## config.mk

```make
export PLATFORM = sky130hd
export DESIGN_NAME = uart_msg_seq
export DESIGN_NICKNAME = d
export VERILOG_FILES = /design/src/rtl/uart_msg_seq.sv
export SDC_FILE = /design/constraint.sdc
export NUM_CORES = 1
export LEC_CHECK = 0
export BUFFER_PORTS_ARGS = -buffer_cell sky130_fd_sc_hd__buf_2
export CORE_MARGIN = 2
export CORE_UTILIZATION = 58
export DETAILED_ROUTE_END_ITERATION = 10
export PLACE_DENSITY = 0.93
export SYNTH_ARGS = -nofsm -noshare
export SYNTH_HDL_FRONTEND = slang
export SYNTH_SLANG_ARGS = --single-unit
```

## constraint.sdc

```tcl
create_clock -name clk -period 3.2 [get_ports clk]
set_input_delay 0.16 -clock clk [delete_from_list [all_inputs] [get_ports clk]]
set_output_delay 0.16 -clock clk [all_outputs]
set_load 0.01 [all_outputs]
```

## src/rtl/uart_msg_seq.sv

```systemverilog
// uart_msg_seq: plays parameter-stored messages out through a UART_Tx block using
// a send/busy handshake, with per-start message select, repeat count and abort.
// Optional feature macro: UART_MSG_SEQ_CRLF_EN appends CR (0x0D) and LF (0x0A)
// after every repetition of the message.
module uart_msg_seq #(
  parameter int C_UART_DATA_WIDTH = 8,
  parameter int C_MSG_NUM         = 2,
  parameter int C_MSG_LEN         = 16,
  parameter logic [C_MSG_NUM*C_MSG_LEN*C_UART_DATA_WIDTH-1:0] C_MSG = '0,
  parameter logic [C_MSG_NUM*$clog2(C_MSG_LEN+1)-1:0] C_MSG_LENS = '0,
  parameter int C_REPEAT_W        = 4,
  localparam int SELW = (C_MSG_NUM > 1) ? $clog2(C_MSG_NUM) : 1
) (
  input  logic                         clk,
  input  logic                         rst,
  input  logic                         enable,
  input  logic                         send,
  input  logic [SELW-1:0]              sel,
  input  logic [C_REPEAT_W-1:0]        repeat_n,
  input  logic                         abort,
  output logic                         busy,
  output logic                         done,
  output logic                         error,
  input  logic                         txBusy,
  input  logic                         txErr,
  output logic                         txSend,
  output logic [C_UART_DATA_WIDTH-1:0] txData
);

  localparam int W  = C_UART_DATA_WIDTH;
  localparam int L  = C_MSG_LEN;
  localparam int LW = $clog2(C_MSG_LEN + 1);

`ifdef UART_MSG_SEQ_CRLF_EN
  localparam logic [W-1:0] CHAR_CR = W'(8'h0D);
  localparam logic [W-1:0] CHAR_LF = W'(8'h0A);
`endif

  typedef enum logic [2:0] {IDLE, REQ, WAIT, NEXT, END} tState;

  tState                 state;
  logic                  sendPrev;
  logic [SELW-1:0]       selReg;
  logic [C_REPEAT_W-1:0] repLeft;
  logic [LW-1:0]         byteIdx;
  logic                  stopPend;
`ifdef UART_MSG_SEQ_CRLF_EN
  // 0: message bytes, 1: CR in flight, 2: LF in flight
  logic [1:0]            termPh;
`endif

  // Message table unpacked into a byte ROM and a clamped length ROM
  logic [W-1:0]  romByte [C_MSG_NUM*L];
  logic [LW-1:0] romLen  [C_MSG_NUM];

  genvar gi, gj;
  generate
    for (gi = 0; gi < C_MSG_NUM; gi++) begin : gMsg
      localparam logic [LW-1:0] RAW_LEN = C_MSG_LENS[gi*LW +: LW];
      assign romLen[gi] = (RAW_LEN > LW'(L)) ? LW'(L) : RAW_LEN;
      for (gj = 0; gj < L; gj++) begin : gByte
        // byte 0 sits in the most significant W bits of its message slot
        assign romByte[gi*L+gj] = C_MSG[(gi+1)*L*W-1-gj*W -: W];
      end
    end
  endgenerate

  logic [SELW-1:0] rdMsg;
  logic [LW-1:0]   rdIdx;
  logic [LW-1:0]   curLen;
  logic [W-1:0]    rdByte;
  logic            selOk;
  logic            lastByte;

  // ROM lookup: in IDLE the live sel and byte 0, otherwise the byte that follows (wrapping to 0)
  always_comb begin
    rdMsg  = (state == IDLE) ? sel : selReg;
    curLen = '0;
    selOk  = 1'b0;
    for (int m = 0; m < C_MSG_NUM; m++) begin
      if (rdMsg == SELW'(m)) begin
        curLen = romLen[m];
        selOk  = 1'b1;
      end
    end
    lastByte = ((byteIdx + LW'(1)) == curLen);
    rdIdx    = ((state == IDLE) || lastByte) ? '0 : (byteIdx + LW'(1));
    rdByte   = '0;
    for (int m = 0; m < C_MSG_NUM; m++) begin
      for (int b = 0; b < L; b++) begin
        if ((rdMsg == SELW'(m)) && (rdIdx == LW'(b))) begin
          rdByte = romByte[m*L+b];
        end
      end
    end
  end

  // Sequencer FSM with registered handshake and status outputs
  always_ff @(posedge clk) begin
    if (rst) begin
      state    <= IDLE;
      busy     <= 1'b0;
      done     <= 1'b0;
      error    <= 1'b0;
      txSend   <= 1'b0;
      txData   <= '0;
      sendPrev <= 1'b1;
      selReg   <= '0;
      repLeft  <= '0;
      byteIdx  <= '0;
      stopPend <= 1'b0;
`ifdef UART_MSG_SEQ_CRLF_EN
      termPh   <= 2'd0;
`endif
    end else begin
      sendPrev <= send;
      done     <= 1'b0;
      case (state)
        IDLE: begin
          if (enable && !abort && send && !sendPrev) begin
            selReg   <= sel;
            repLeft  <= (repeat_n == '0) ? C_REPEAT_W'(1) : repeat_n;
            byteIdx  <= '0;
            stopPend <= 1'b0;
            error    <= 1'b0;
            busy     <= 1'b1;
            txData   <= rdByte;
            if (!selOk) begin
              error <= 1'b1;
              done  <= 1'b1;
              state <= END;
            end else if (curLen == '0) begin
`ifdef UART_MSG_SEQ_CRLF_EN
              termPh <= 2'd1;
              txData <= CHAR_CR;
              txSend <= 1'b1;
              state  <= REQ;
`else
              done  <= 1'b1;
              state <= END;
`endif
            end else begin
`ifdef UART_MSG_SEQ_CRLF_EN
              termPh <= 2'd0;
`endif
              txSend <= 1'b1;
              state  <= REQ;
            end
          end
        end
        REQ: begin
          if (txErr) begin
            error    <= 1'b1;
            stopPend <= 1'b1;
          end
          if (abort || !enable) stopPend <= 1'b1;
          if (txBusy) begin
            txSend <= 1'b0;
            state  <= WAIT;
          end
        end
        WAIT: begin
          if (txErr) begin
            error    <= 1'b1;
            stopPend <= 1'b1;
          end
          if (abort || !enable) stopPend <= 1'b1;
          if (!txBusy) state <= NEXT;
        end
        NEXT: begin
          if (stopPend || abort || !enable) begin
            done  <= 1'b1;
            state <= END;
`ifdef UART_MSG_SEQ_CRLF_EN
          end else if ((termPh == 2'd0) && !lastByte) begin
            byteIdx <= rdIdx;
            txData  <= rdByte;
            txSend  <= 1'b1;
            state   <= REQ;
          end else if (termPh == 2'd0) begin
            termPh <= 2'd1;
            txData <= CHAR_CR;
            txSend <= 1'b1;
            state  <= REQ;
          end else if (termPh == 2'd1) begin
            termPh <= 2'd2;
            txData <= CHAR_LF;
            txSend <= 1'b1;
            state  <= REQ;
          end else if (repLeft <= C_REPEAT_W'(1)) begin
            done  <= 1'b1;
            state <= END;
          end else begin
            repLeft <= repLeft - C_REPEAT_W'(1);
            byteIdx <= '0;
            if (curLen == '0) begin
              termPh <= 2'd1;
              txData <= CHAR_CR;
            end else begin
              termPh <= 2'd0;
              txData <= rdByte;
            end
            txSend <= 1'b1;
            state  <= REQ;
          end
`else
          end else if (!lastByte) begin
            byteIdx <= rdIdx;
            txData  <= rdByte;
            txSend  <= 1'b1;
            state   <= REQ;
          end else if (repLeft <= C_REPEAT_W'(1)) begin
            done  <= 1'b1;
            state <= END;
          end else begin
            repLeft <= repLeft - C_REPEAT_W'(1);
            byteIdx <= '0;
            txData  <= rdByte;
            txSend  <= 1'b1;
            state   <= REQ;
          end
`endif
        end
        END: begin
          busy  <= 1'b0;
          state <= IDLE;
        end
        default: state <= IDLE;
      endcase
    end
  end

endmodule

```

==> metrics.yaml <==
run_status:
  outcome: "completed"
pwr:
  ir_drop_mv: 0.299
  leakagePower_nw: 0.457
  power_frac_seq_pct: 55.4
  power.density_nw_per_um2: 331
  power.clock.fraction_pct: 35.6
  power_switching_share_pct: 24.9
  internal_power_uw: 308
  netSwitchingPower_uw: 102
  pwr-share-comb_pct: 9.0
cts:
  cts_made_buffers: 3
  root_buffer: "clkbuf_4"
  holdBufCountCts: 0
  cts_tree: "yes"
  cts_sinks: 18
  cts_setup_buffers: 0
  clock_insertion_delay_worst_skew_ns: 0.30
  ctsResizeCount: 0
  htree_num_levels: 1
  path_clk_slew_ns: 0.11
  cts.path.max_buffers: 2
floorplanning:
  core_area_sq_um: 1940
  initial_utilization_pct: 60.6
  design.die.area_sq_um: 2400
  die_height_um: 49.0
  ioPinCount: 24
  rows: 16
  die_w_um: 49.0
placed_design:
  portBuffers: 14
  dpl-instance-area_sq_um: 1200
  dpl.hpwl_mm: 1.81
  gp_congestion: 0.902
sta:
  min_period_ns: 2.06
  finalSetupTns_ns: 0
  period_share_pct: 64.3
  hold_viol: 0
  fin_skew_ns: 0.00241
  drv_slew: 0
  relSlewSlack_pct: 56.1
  rsz0062_at_grt: "no"
  setup_violations: 0
  tightest_slew_ns: 0.658
  fmaxAchievable_mhz: 486
logic_synthesis:
  synthCells: 138
  syn_area_sq_um: 1180
  syn_area_per_cell_sq_um: 8.52
  synth_cell_types: 50
  yosys.area.top_type: "dfxtp_1"
  synthArstFlopShare_pct: 0
  synthTopCellsByArea: "dfxtp_1 (31%), buf_4 (6.4%), a21oi_1 (5.1%), a211oi_1 (3.2%), ha_1 (3.2%)"
  synth.most_common_cell: "dfxtp_1"
  synth.ff_latch_count: 18
  synth_warnings: 0
  yosysTopAreaCellShare_pct: 30.6
  synth_edf_count: 0
  synth-main-ff-cell: "dfxtp_1"
  ys_top_cells_by_count: "dfxtp_1 (18), a21oi_1 (12), buf_4 (10)"
  ys_seq_area_share_pct: 30.6
routing:
  wl_per_cell_um: 15.1
  drt_wl_total_mm: 2.65
  via_per_inst: 6.25
  drt_iter0_drc: 52
  drt_first_pass_iters: 4
  drt.antenna.violating_nets: 0
  vias: 1094
  drc: 0
global_route:
  grt-ovfl-total: 0
  grt_pass1_wl_mm: 4.42
  grt_max_degree: 19
  grt_usage_pct: 23.0
  grt_pass1_vias: 967
  antenna_found_initial: 0
layout:
  stdcell_area_sq_um: 1240
  final_net_count: 164
  area.growth.synth_to_final_pct: 5.32
  diodes: 0
  fill_cells: 157
  layout-drive-gt1-share_pct: 18.9
worst_setup_path:
  worstPathMaxFanout: 16
  cp-start-kind: "flip-flop"
  required_ns: 3.40
  worstSetupPathType: "reg2reg"
  arrival_ns: 2.26
  crit_path_end_kind: "flip-flop"
worst_hold_path:
  hp-class: "in2reg"
flow_run:
  max-cap-violations: 0
==> final cells by class <==
class                   count  area (sq um)  share of cell area, %
inverters                   6          22.5                   1.82
well taps                  27          33.8                   2.73
clock buffers               4          36.3                   2.93
multi-input cells         106           716                   57.8
repair buffers             14          70.1                   5.66
flip-flops and latches     18           360                   29.1
==> cells in the final DEF (no fill, tap or decap), drive strengths merged, types with 3 or more instances in the layout <==
master	count
nor3	5
nor2	6
a211oi	6
a2111oi	3
clkbuf	4
nand3	3
inv	6
ha	3
or2	3
dfxtp	18
nand2	8
mux2i	3
buf	14
conb	8
a31oi	3
o21ai	7
nor4	4
a21oi	12
nand3b	3
==> state kept, by name, summed over array words and instances (netlist names) <==
register and count:
txSend 1, stopPend 1, done 1, byteIdx 5, state 3, repLeft 4
sendPrev 1, busy 1, error 1
==> metrics by stage <==
step | power (mW) | setup slack, ns | std cells | util, % | hold WS, ns
floorplan | 0.262 | 1.60 | 145 | - | 0.267
global placement | 0.265 | 1.25 | 171 | 61.9 | 0.359
detailed placement | 0.268 | 1.21 | 171 | 61.9 | 0.368
global route | 0.422 | 1.02 | 175 | 63.8 | 0.0721
CTS | 0.409 | 1.19 | 175 | 63.8 | 0.0495
finish | 0.411 | 1.14 | 175 | 63.8 | 0.0488
==> per-layer routing <==
layer  global-route usage, %  vias up  routed length [um]
met4                    8.10        0                  42
met2                    40.0       47                1360
met5                       0        -                   0
li1                        -      527                   -
met1                    29.9      514                1120
met3                    1.84        6                 124
==> power by group through the flow <==
stage | Sequential (mW) | Combinational (mW) | Clock [mW]
after floorplan | 0.232 | 0.0302 | 0
after detailed placement | 0.233 | 0.0352 | 0
after CTS | 0.227 | 0.0359 | 0.145
after global placement | 0.232 | 0.0331 | 0
after global routing | 0.228 | 0.0397 | 0.155
final | 0.227 | 0.0368 | 0.146
==> worst paths after layout <==
check / cells past startpoint / start / end / slack [ns]
hold / removal: 2 / send / sendPrev$_SDFF_PP1_ / 0.05
setup reg to reg: 4 / state[1]$_SDFFE_PP0P_ / repLeft[2]$_SDFFE_PP0P_ / 1.14
hold reg to reg: 2 / txSend$_SDFFE_PP0P_ / txSend$_SDFFE_PP0P_ / 0.49
setup / recovery: 4 / state[1]$_SDFFE_PP0P_ / repLeft[2]$_SDFFE_PP0P_ / 1.14
==> critical path: stages (launching register included) <==
cell	delay, ns
dfxtp_1	0.51
and3b_1	0.64
a22oi_4	0.23
a21o_1	0.23
a311o_1	0.34
==> cell families after synthesis <==
| group | Yosys count | synth area share [%] |
|---|---|---|
| compound gates | 45 | 28.4 |
| fa+ha+maj | 3 | 3.19 |
| other cells | 1 | 0.319 |
| flops | 18 | 30.6 |
| mux | 3 | 2.55 |
| buf+inv | 21 | 10.7 |
| simple gates | 47 | 24.1 |
Power figures use the tool's default switching activity.
